===== src/rtl/npu_cust_pkg.sv =====
// Shared constants and types for the NPU CUSTOM-opcode responder.
// Opcode/funct values, FSM state type and int8 saturation bounds.
package npu_cust_pkg;

  localparam logic [6:0] OPC_CUSTOM = 7'b0000000;
  localparam logic [6:0] F7_CUSTOM  = 7'b0000000;

  localparam logic [2:0] F3_DOT4   = 3'b000;
  localparam logic [2:0] F3_MAC4   = 3'b001;
  localparam logic [2:0] F3_CLRACC = 3'b010;
  localparam logic [2:0] F3_RDACC  = 3'b011;
  localparam logic [2:0] F3_REQ    = 3'b100;

  localparam int INT8_MIN = -128;
  localparam int INT8_MAX = 127;

  typedef enum logic [1:0] {
    IDLE = 2'd0,
    EXEC = 2'd1,
    RESP = 2'd2
  } state_t;

  function automatic logic cmd_legal(input logic [2:0] f3, input logic [6:0] f7);
    return (f7 == F7_CUSTOM) && (f3 <= F3_REQ);
  endfunction

endpackage


===== src/rtl/npu_requant_sat.sv =====
// Requantize: (acc + addend) arithmetic-shifted right, clamped to int8 and
// sign-extended back to ACC_W. Purely combinational.
module npu_requant_sat
  import npu_cust_pkg::*;
#(
  parameter int ACC_W = 32
) (
  input  logic [ACC_W-1:0] acc,
  input  logic [ACC_W-1:0] addend,
  input  logic [4:0]       shamt,
  output logic [ACC_W-1:0] result
);

  localparam logic signed [ACC_W-1:0] LO = ACC_W'(INT8_MIN);
  localparam logic signed [ACC_W-1:0] HI = ACC_W'(INT8_MAX);

  logic signed [ACC_W-1:0] total;
  logic signed [ACC_W-1:0] shifted;

  always_comb begin
    total   = acc + addend;
    shifted = total >>> shamt;
    if (shifted < LO)
      result = LO;
    else if (shifted > HI)
      result = HI;
    else
      result = shifted;
  end

endmodule


===== src/rtl/npu_custom_responder.sv =====
// NPU responder for CUSTOM-opcode commands: int8 dot product, accumulate and
// requantize, returning a tagged 32-bit result over a valid/ready channel.
//
// state | meaning
// IDLE  | waiting for a command, req_ready high
// EXEC  | DOT4/MAC4 lane-serial multiply-add, or REQ single-cycle requantize
// RESP  | result registered; rsp_valid raised next cycle, held until retire
module npu_custom_responder
  import npu_cust_pkg::*;
#(
  parameter int ACC_W = 32,
  parameter int LANES = 4
) (
  input  logic             clk,
  input  logic             rst,
  input  logic             req_valid,
  output logic             req_ready,
  input  logic [2:0]       req_funct3,
  input  logic [6:0]       req_funct7,
  input  logic [4:0]       req_rd,
  input  logic [31:0]      req_rs1_val,
  input  logic [31:0]      req_rs2_val,
  output logic             rsp_valid,
  input  logic             rsp_ready,
  output logic [4:0]       rsp_rd,
  output logic [ACC_W-1:0] rsp_data,
  output logic             rsp_err,
  output logic             busy
);

  localparam logic [1:0] LAST_LANE = 2'(LANES - 1);

  state_t           state;
  logic [1:0]       lane_cnt;
  logic [2:0]       f3_q;
  logic [31:0]      rs1_q;
  logic [31:0]      rs2_q;
  logic [ACC_W-1:0] acc;
  logic [ACC_W-1:0] sum;

  logic signed [7:0]  a_lane;
  logic signed [7:0]  b_lane;
  logic signed [15:0] prod;
  logic [ACC_W-1:0]   sum_next;
  logic [ACC_W-1:0]   mac_total;
  logic [ACC_W-1:0]   req_result;

  always_comb begin
    a_lane    = rs1_q[{lane_cnt, 3'b000} +: 8];
    b_lane    = rs2_q[{lane_cnt, 3'b000} +: 8];
    prod      = a_lane * b_lane;
    sum_next  = sum + ACC_W'(prod);
    mac_total = acc + sum_next;
  end

  npu_requant_sat #(.ACC_W(ACC_W)) u_requant (
    .acc    (acc),
    .addend (ACC_W'($signed(rs1_q))),
    .shamt  (rs2_q[4:0]),
    .result (req_result)
  );

  always_ff @(posedge clk) begin
    if (rst) begin
      state     <= IDLE;
      req_ready <= 1'b0;
      rsp_valid <= 1'b0;
      rsp_rd    <= '0;
      rsp_data  <= '0;
      rsp_err   <= 1'b0;
      busy      <= 1'b0;
      acc       <= '0;
      sum       <= '0;
      lane_cnt  <= '0;
      f3_q      <= '0;
      rs1_q     <= '0;
      rs2_q     <= '0;
    end else begin
      case (state)
        IDLE: begin
          req_ready <= 1'b1;
          if (req_valid && req_ready) begin
            req_ready <= 1'b0;
            busy      <= 1'b1;
            rsp_rd    <= req_rd;
            f3_q      <= req_funct3;
            rs1_q     <= req_rs1_val;
            rs2_q     <= req_rs2_val;
            sum       <= '0;
            lane_cnt  <= '0;
            rsp_err   <= 1'b0;
            if (!cmd_legal(req_funct3, req_funct7)) begin
              rsp_err  <= 1'b1;
              rsp_data <= '0;
              state    <= RESP;
            end else begin
              case (req_funct3)
                F3_CLRACC: begin
                  acc      <= '0;
                  rsp_data <= '0;
                  state    <= RESP;
                end
                F3_RDACC: begin
                  rsp_data <= acc;
                  state    <= RESP;
                end
                default: state <= EXEC;
              endcase
            end
          end
        end
        EXEC: begin
          if (f3_q == F3_REQ) begin
            rsp_data <= req_result;
            state    <= RESP;
          end else begin
            sum      <= sum_next;
            lane_cnt <= lane_cnt + 2'd1;
            if (lane_cnt == LAST_LANE) begin
              state <= RESP;
              if (f3_q == F3_MAC4) begin
                acc      <= mac_total;
                rsp_data <= mac_total;
              end else begin
                rsp_data <= sum_next;
              end
            end
          end
        end
        RESP: begin
          // Result registers settle on RESP entry; valid follows one cycle later.
          if (!rsp_valid) begin
            rsp_valid <= 1'b1;
          end else if (rsp_ready) begin
            rsp_valid <= 1'b0;
            busy      <= 1'b0;
            req_ready <= 1'b1;
            state     <= IDLE;
          end
        end
        default: state <= IDLE;
      endcase
    end
  end

endmodule

===== config.mk =====
export PLATFORM = sky130hd
export DESIGN_NAME = npu_custom_responder
export DESIGN_NICKNAME = d
export VERILOG_FILES = /design/src/rtl/npu_cust_pkg.sv /design/src/rtl/npu_requant_sat.sv /design/src/rtl/npu_custom_responder.sv
export SDC_FILE = /design/constraint.sdc
export NUM_CORES = 1
export LEC_CHECK = 0
export ABC_AREA = 1
export CAP_MARGIN = 0
export CORE_MARGIN = 8
export CORE_UTILIZATION = 61
export CTS_BUF_LIST = sky130_fd_sc_hd__clkbuf_4 sky130_fd_sc_hd__clkbuf_8 sky130_fd_sc_hd__clkbuf_16
export DETAILED_ROUTE_END_ITERATION = 8
export GPL_TIMING_DRIVEN = 1
export PLACE_DENSITY = 0.82
export SLEW_MARGIN = 20
export SYNTH_ARGS = -nofsm -noshare
export SYNTH_HDL_FRONTEND = slang
export SYNTH_SLANG_ARGS = --single-unit
export TNS_END_PERCENT = 1

===== constraint.sdc =====
create_clock -name clk -period 10 [get_ports clk]
set_input_delay 1.5 -clock clk [delete_from_list [all_inputs] [get_ports clk]]
set_output_delay 1.5 -clock clk [all_outputs]
set_load 0.005 [all_outputs]

; ---- Word level (Yosys, flattened, before mapping)
; Cells that the tools add are included.
[classes]
n_addsub = 4
mul = 1
div_mod_pow = 0
n_lt_le_gt_ge = 3
n_eq_ne = 17
shift = 3
n_mux = 41
bitwise = 0
reduce_logical = 14
[op_table]
columns = cell, count
row1 = 32-bit two-way mux, 15
row2 = 32-bit one-hot mux with 2 select lines, 4
row3 = 32-bit adder, 3
row4 = 32-bit by 6-bit indexed part select with 8-bit output, 2
row5 = 32-bit by 8-bit greater-than comparator with 1-bit output (second input constant), 1
row6 = 32-bit by 8-bit < comparator with 1-bit output (second input constant), 1
row7 = 32-bit by 5-bit >>> shifter with 32-bit output, 1
row8 = 2-bit two-way mux, 9
row9 = 8-bit by 8-bit multiplier with 16-bit output, 1
row10 = 2-bit inequality test (second input constant), 7
row11 = 4-bit AND reduction, 3
row12 = 1-bit two-way mux, 9
row13 = 7-bit zero test, 1
row14 = 7-bit AND reduction, 1
row15 = 3-bit by 2-bit == test with 1-bit output (second input constant), 2
row16 = 2-bit one-hot mux with 3 select lines, 1
row17 = 3-bit AND reduction, 2
row18 = 2-bit == test (second input constant), 2
row19 = 4-bit by 2-bit inequality test with 1-bit output (second input constant), 1
row20 = 1-bit one-hot mux with 2 select lines, 2
row21 = 2-bit one-hot mux with 2 select lines, 1
row22 = 2-bit nonzero test, 2
row23 = 3-bit by 1-bit == test with 1-bit output (second input constant), 1
row24 = 3-bit == test (second input constant), 1
row25 = 9 further kinds, 10
[word_totals]
register_bits = 176
latchBits = 0
ram_bits = 0
romBits = 0
in_bits = 83
output_inout_bits = 41
word_cells = 96
n_memories = 0

; ---- Logic depth before layout (Yosys ltp)
; Gate-level depths: netlist (run 1).
[logic_depth]
depth_word = 8
depth_mapped = 52
depth_no_buf = 49

; ---- Hierarchy
; A second synthesis (run 1) with hierarchy kept.
[unflattened]
hier_cells = 3044
area_unflattened_um2 = 18609.1
[by_module_without_submodules]
columns = module, instances, cells_each, area_each_um2, seq_area_each_um2
row1 = npu_custom_responder, 1, 2011, 13833.3, 3523.4
row2 = npu_requant_sat, 1, 1033, 4775.8, 0.0

; ---- Worst setup path before layout (run 1)
; Ideal clock, no wire load.
[synth_timing]
path_type = register to register
from = register rs2_q[2]
to = register rsp_data[30]
setup_ns = 0.070
t_arrival_ns = 8.550
required_time_ns = 9.930
path_slack_ns = 1.380
path_stages_with_launch = 47
n_path_buf = 3
period_less_slack_ns = 8.620
path_cell_list = dfxtp_1 -> clkbuf_1 -> inv_1 -> buf_2 -> buf_1 -> nor2_1 -> inv_1 -> a32oi_1 -> inv_1 -> nor2_1 -> inv_1 -> fa_1 -> inv_1 -> fa_1 -> fa_1 -> inv_1 -> fa_1 -> inv_1 -> (+11 left out) -> a21oi_1 -> inv_1 -> a31oi_1 -> nand2_1 -> a21oi_1 -> o21ai_0 -> or2_1 -> nand2_1 -> ha_1 -> a21oi_1 -> o21ai_0 -> a2111oi_0 -> nand2_1 -> xor2_1 -> o21ai_0 -> o21ai_0 -> nand2_1 -> a21oi_1
[synth_via]
elab_chain_len = 8
elab_cells_between_ends = 13
cone_classes = add/sub: 2 / mul: 1 / order compare: 2 / shift: 2 / mux: 6
[synth_lines]
columns = element, line_no
row1 = "start, declared", npu_custom_responder.sv:37  ; logic [31:0] rs2_q;
row2 = "start signal, assigned", npu_custom_responder.sv:88  ; rs2_q <= req_rs2_val;
row3 = 32-bit by 6-bit indexed part select with 8-bit output, npu_custom_responder.sv:50  ; b_lane = rs2_q[{lane_cnt, 3'b000} +: 8];
row4 = 8-bit by 8-bit multiplier with 16-bit output, npu_custom_responder.sv:51  ; prod = a_lane * b_lane;
row5 = 32-bit adder, npu_custom_responder.sv:52  ; sum_next = sum + ACC_W'(prod);
row6 = 32-bit adder, npu_custom_responder.sv:53  ; mac_total = acc + sum_next;
row7 = 32-bit two-way mux, npu_custom_responder.sv:121  ; if (f3_q == F3_MAC4) begin
row8 = 32-bit two-way mux, npu_custom_responder.sv:119  ; if (lane_cnt == LAST_LANE) begin
row9 = 32-bit two-way mux *, npu_custom_responder.sv:113  ; if (f3_q == F3_REQ) begin
row10 = 32-bit one-hot mux with 2 select lines *, npu_custom_responder.sv:79  ; case (state)
row11 = "end signal, assigned", npu_custom_responder.sv:114  ; rsp_data <= req_result;
row12 = "end signal, assigned", npu_custom_responder.sv:123  ; rsp_data <= mac_total;
row13 = "end signal, assigned", npu_custom_responder.sv:125  ; rsp_data <= sum_next;
row14 = "end, declared", npu_custom_responder.sv:26  ; output logic [ACC_W-1:0] rsp_data,
; Mark *: on every way between the ends. The rest lies on a longest branch, timed or not. The select of a mux whose other input is x is not followed.
; A chain may end at the register's enable or synchronous reset.

; ---- Final worst setup path (run 1)
[layout_timing]
from = register lane_cnt[1]
to = register rsp_data[30]
[layout_via]
elab_chain_len = 8
elab_cells_between_ends = 12
cone_classes = add/sub: 2 / mul: 1 / eq/ne: 2 / shift: 2 / mux: 4 / reduce/logical: 1
[layout_lines]
columns = element, line_no
row1 = "start, declared", npu_custom_responder.sv:34  ; logic [1:0] lane_cnt;
row2 = "start signal, assigned", npu_custom_responder.sv:118  ; lane_cnt <= lane_cnt + 2'd1;
row3 = 32-bit by 6-bit indexed part select with 8-bit output (on tied branches), "npu_custom_responder.sv:49, npu_custom_responder.sv:50"
row4 = 8-bit by 8-bit multiplier with 16-bit output, npu_custom_responder.sv:51
row5 = 32-bit adder, npu_custom_responder.sv:52
row6 = 32-bit adder, npu_custom_responder.sv:53
row7 = 32-bit two-way mux, npu_custom_responder.sv:121
row8 = 32-bit two-way mux, npu_custom_responder.sv:119
row9 = 32-bit two-way mux, npu_custom_responder.sv:113
row10 = 32-bit one-hot mux with 2 select lines, npu_custom_responder.sv:79
; Several ways; a longest one is shown, not always the timed one. The select of a mux whose other input is x is not followed.

==> reports/metrics.yaml, run 1 <==
status: "complete, no violations"
syn-num-nets: 3167
vdd_drop_max_mv: 0.157
cp_slowest_cell: "fa_1"
critical-path-top-delay-family: "adder cells"
synth.cell_area_um2: 17800
ys_seq_area_share_pct: 19.8
fp.dieArea_um2: 34900
drv_slew: 0
fmax_mhz: 105
grt_pass1_vias: 19100
cp_data_required_time_ns: 10.39
htreeDepth: 4
crit_arrival_ns: 9.93
clock_path_buffers: 2
p_sw_share_pct: 45.0
ff2ff_path_depth: 46
r2r-start: "lane_cnt[1]"
worstHoldStart: "busy"
worst_setup_path_start_kind: "flop"
tritoncts: "yes"
grt_max_degree: 106
regArea_um2: 3530
combPwrFrac_pct: 49.9
die_x_um: 187
place_congestion: 1.04
io_buffers: 123
setup_violations: 0
synth-edff-count: 0
routed_via_density: 5.97
power_switching_mw: 1.39
grt.total_usage_pct: 35.8
hp-class: "flop to flop"
area_growth_pct: 13.0
nFillCells: 2466
clk_latency_ns: 0.46
fin_crit_ns: 9.55
synth-seq-cells: 176
critPathBufInv: 9
synth-main-ff-cell: "dfxtp_1"
yosys.area.top_type_share_pct: 19.8
yosys_warnings: 0
io_pins: 124
first_iter_violations: 2490
wirelength_um: 65700
power.leakage_nw: 10.0
total_power_mw: 3.08
wl_per_cell_um: 19.5
drive_above_1_share_pct: 5.97
drc: 0
core_region_area_um2: 28700
cts_num_sinks: 176
pwr_density_cell_nw_per_um2: 153
cts_hold_buf: 0
max_slew_margin_pct: 23.6
synthDistinctLibCells: 62
root_buffer: "clkbuf_16"
critPathMaxStageDelay_ns: 0.56
final_nets: 3239
rows: 62
path_class: "flop to flop"
antenna_cells: 0
rrSetupSlack_ns: 0.45
clk_pin_slew_ns: 0.07
post-place-ws_ns: 0.115
setup_ws_ns: 0.453
dp_hpwl_um: 50300
multi_input_area_um2: 12500
syn_avg_cell_area_um2: 6.15
clkPwrFrac_pct: 24.7
worstMarginPinSlew_ns: 1.14
async_reset_ff_share_pct: 0
initial_core_util_pct: 62.1
crit_fanout: 7
timing.rr.end: "rsp_data[30]"
sequentialPowerShare_pct: 25.4
finalCritPeriodShare_pct: 95.5
ant_nets: 0
grt_pass1_wl_um: 101000
cts_buffers: 17
max-cap-violations: 0
end_kind: "flop"
dr_total_vias: 20100
synth_area_leaders: "dfxtp_1 20%, nand2_1 16%, ha_1 8.9%, inv_1 7.6%, a21oi_1 7.2%"
whs_path_depth: 2
syn_inst: 2899
post-route-util_pct: 70.2
skew_ns: 0.0194
worst_path_most_repeated_cell: "nand2_1"
finalHoldViolations: 0
dr.pass1.iters: 6
antenna_found_initial: 0
overflow: 0
intPower_mw: 1.69
min_to: "busy"
dieHeight_um: 187
yosysTopAreaCell: "dfxtp_1"
==> flip-flops by register name, indices dropped and copies added, names as in the netlist <==
signal / cells
rsp_data: 32
sum: 32
req_ready: 1
rsp_valid: 1
rsp_err: 1
busy: 1
f3_q: 3
rs1_q: 32
state: 2
rs2_q: 32
rsp_rd: 5
lane_cnt: 2
acc: 32
==> worst max-delay path by stage <==
stage                startpoint      endpoint  cells past startpoint
floorplan              rs2_q[2]  rsp_data[30]                     46
global placement    lane_cnt[1]  rsp_data[30]                     44
global route        lane_cnt[1]  rsp_data[30]                     48
detailed placement  lane_cnt[1]  rsp_data[30]                     44
CTS                 lane_cnt[1]  rsp_data[30]                     42
finish              lane_cnt[1]  rsp_data[30]                     46
==> layout make-up <==
| type | count | share of cell area [%] |
|---|---|---|
| Clock inverter | 13 | 0.987 |
| Multi-Input combinational cell | 2234 | 62.1 |
| Sequential cell | 176 | 17.5 |
| Timing Repair inverter | 3 | 0.112 |
| Inverter | 376 | 7.08 |
| Clock buffer | 19 | 2.19 |
| Timing Repair Buffer | 163 | 7.66 |
| Tap cell | 384 | 2.38 |
==> per-stage QoR <==
step / std cells / setup TNS [ns] / hold WS [ns] / area (um2)
after floorplan: 2899 / 0 / 0.445 / 17800
after global placement: 3321 / 0 / 0.453 / 19300
after detailed placement: 3321 / 0 / 0.455 / 19300
after CTS: 3353 / 0 / 0.464 / 19900
after global routing: 3368 / -0.00232 / 0.491 / 20100
final: 3368 / 0 / 0.462 / 20100
==> timing repair <==
action,4_1_cts,5_1_grt
buffers inserted,0,12
endpoints found under the setup margin,0,24
endpoints found under the hold margin,0,0
gates resized for setup,0,26
==> cell families (layout without fill, tap and decap cells) <==
| group | Yosys count | after routing | share of synthesized area [%] |
|---|---|---|---|
| DFF | 176 | 176 | 19.8 |
| muxes | 1 | 1 | 0.0562 |
| AOI/OAI and AO/OA | 545 | 545 | 16.8 |
| xor gates and xnor gates | 81 | 81 | 4.02 |
| adders and majority gates | 185 | 185 | 15.4 |
| buffers and inverters | 489 | 574 | 10.5 |
| and+or+nand+nor | 1422 | 1422 | 33.4 |
==> power by group through the flow <==
stage / clock network (mW) / registers, mW / logic (mW)
3_5_place_dp: 0 / 0.793 / 1.47
3_3_place_gp: 0 / 0.793 / 1.43
6_report: 0.762 / 0.783 / 1.54
5_1_grt: 0.785 / 0.782 / 1.69
4_1_cts: 0.756 / 0.778 / 1.48
2_1_floorplan: 0 / 0.771 / 1.05
==> layout by cell type (no fill, tap or decap), drive strengths merged, types with 46 or more instances in the layout <==
cell type / Yosys / routed
nand2: 797 / 797
inv: 369 / 373
nor2: 337 / 337
a21oi: 260 / 260
nand3: 243 / 243
o21ai: 199 / 199
dfxtp: 176 / 176
ha: 127 / 127
clkdlybuf4s50: 0 / 122
fa: 58 / 58
xor2: 46 / 46
==> metal layers <==
| layer | vias up | GRT usage [%] | routed length (um) |
|---|---|---|---|
| met4 | 0 | 22.0 | 4620 |
| met5 | - | 0 | 0 |
| met1 | 9243 | 43.6 | 24800 |
| met2 | 1121 | 59.3 | 30200 |
| met3 | 279 | 5.07 | 6040 |
| li1 | 9477 | - | - |
==> Yosys cell counts, types with 35 or more instances <==
cell type and instances:
nand2_1 775, inv_1 359, nor2_1 324, a21oi_1 256, nand3_1 231, o21ai_0 187
dfxtp_1 176, ha_1 127, clkbuf_1 82, fa_1 58, xor2_1 45, xnor2_1 35
==> worst register-to-register path, delay by kind of cell (launching register included) <==
| family | cells | cell delay [ns] |
|---|---|---|
| AOI/OAI and AO/OA | 16 | 2.90 |
| xor gates and xnor gates | 2 | 0.37 |
| adders and majority gates | 7 | 3.27 |
| buffers and inverters | 9 | 1.07 |
| DFF | 1 | 0.44 |
| and+or+nand+nor | 12 | 1.42 |
No activity file was read; power rests on OpenSTA's default activity.
==> run 2: changes to the inputs <==
--- a/config.mk
+++ b/config.mk
@@ -12,6 +12,7 @@
 export CTS_BUF_LIST = sky130_fd_sc_hd__clkbuf_4 sky130_fd_sc_hd__clkbuf_8 sky130_fd_sc_hd__clkbuf_16
 export DETAILED_ROUTE_END_ITERATION = 8
 export GPL_TIMING_DRIVEN = 1
+export HOLD_SLACK_MARGIN = 0.1
 export PLACE_DENSITY = 0.82
 export SLEW_MARGIN = 20
 export SYNTH_ARGS = -nofsm -noshare
==> results of run 2 <==
No change in the layout: final DEF, timing and power equal those of run 1.
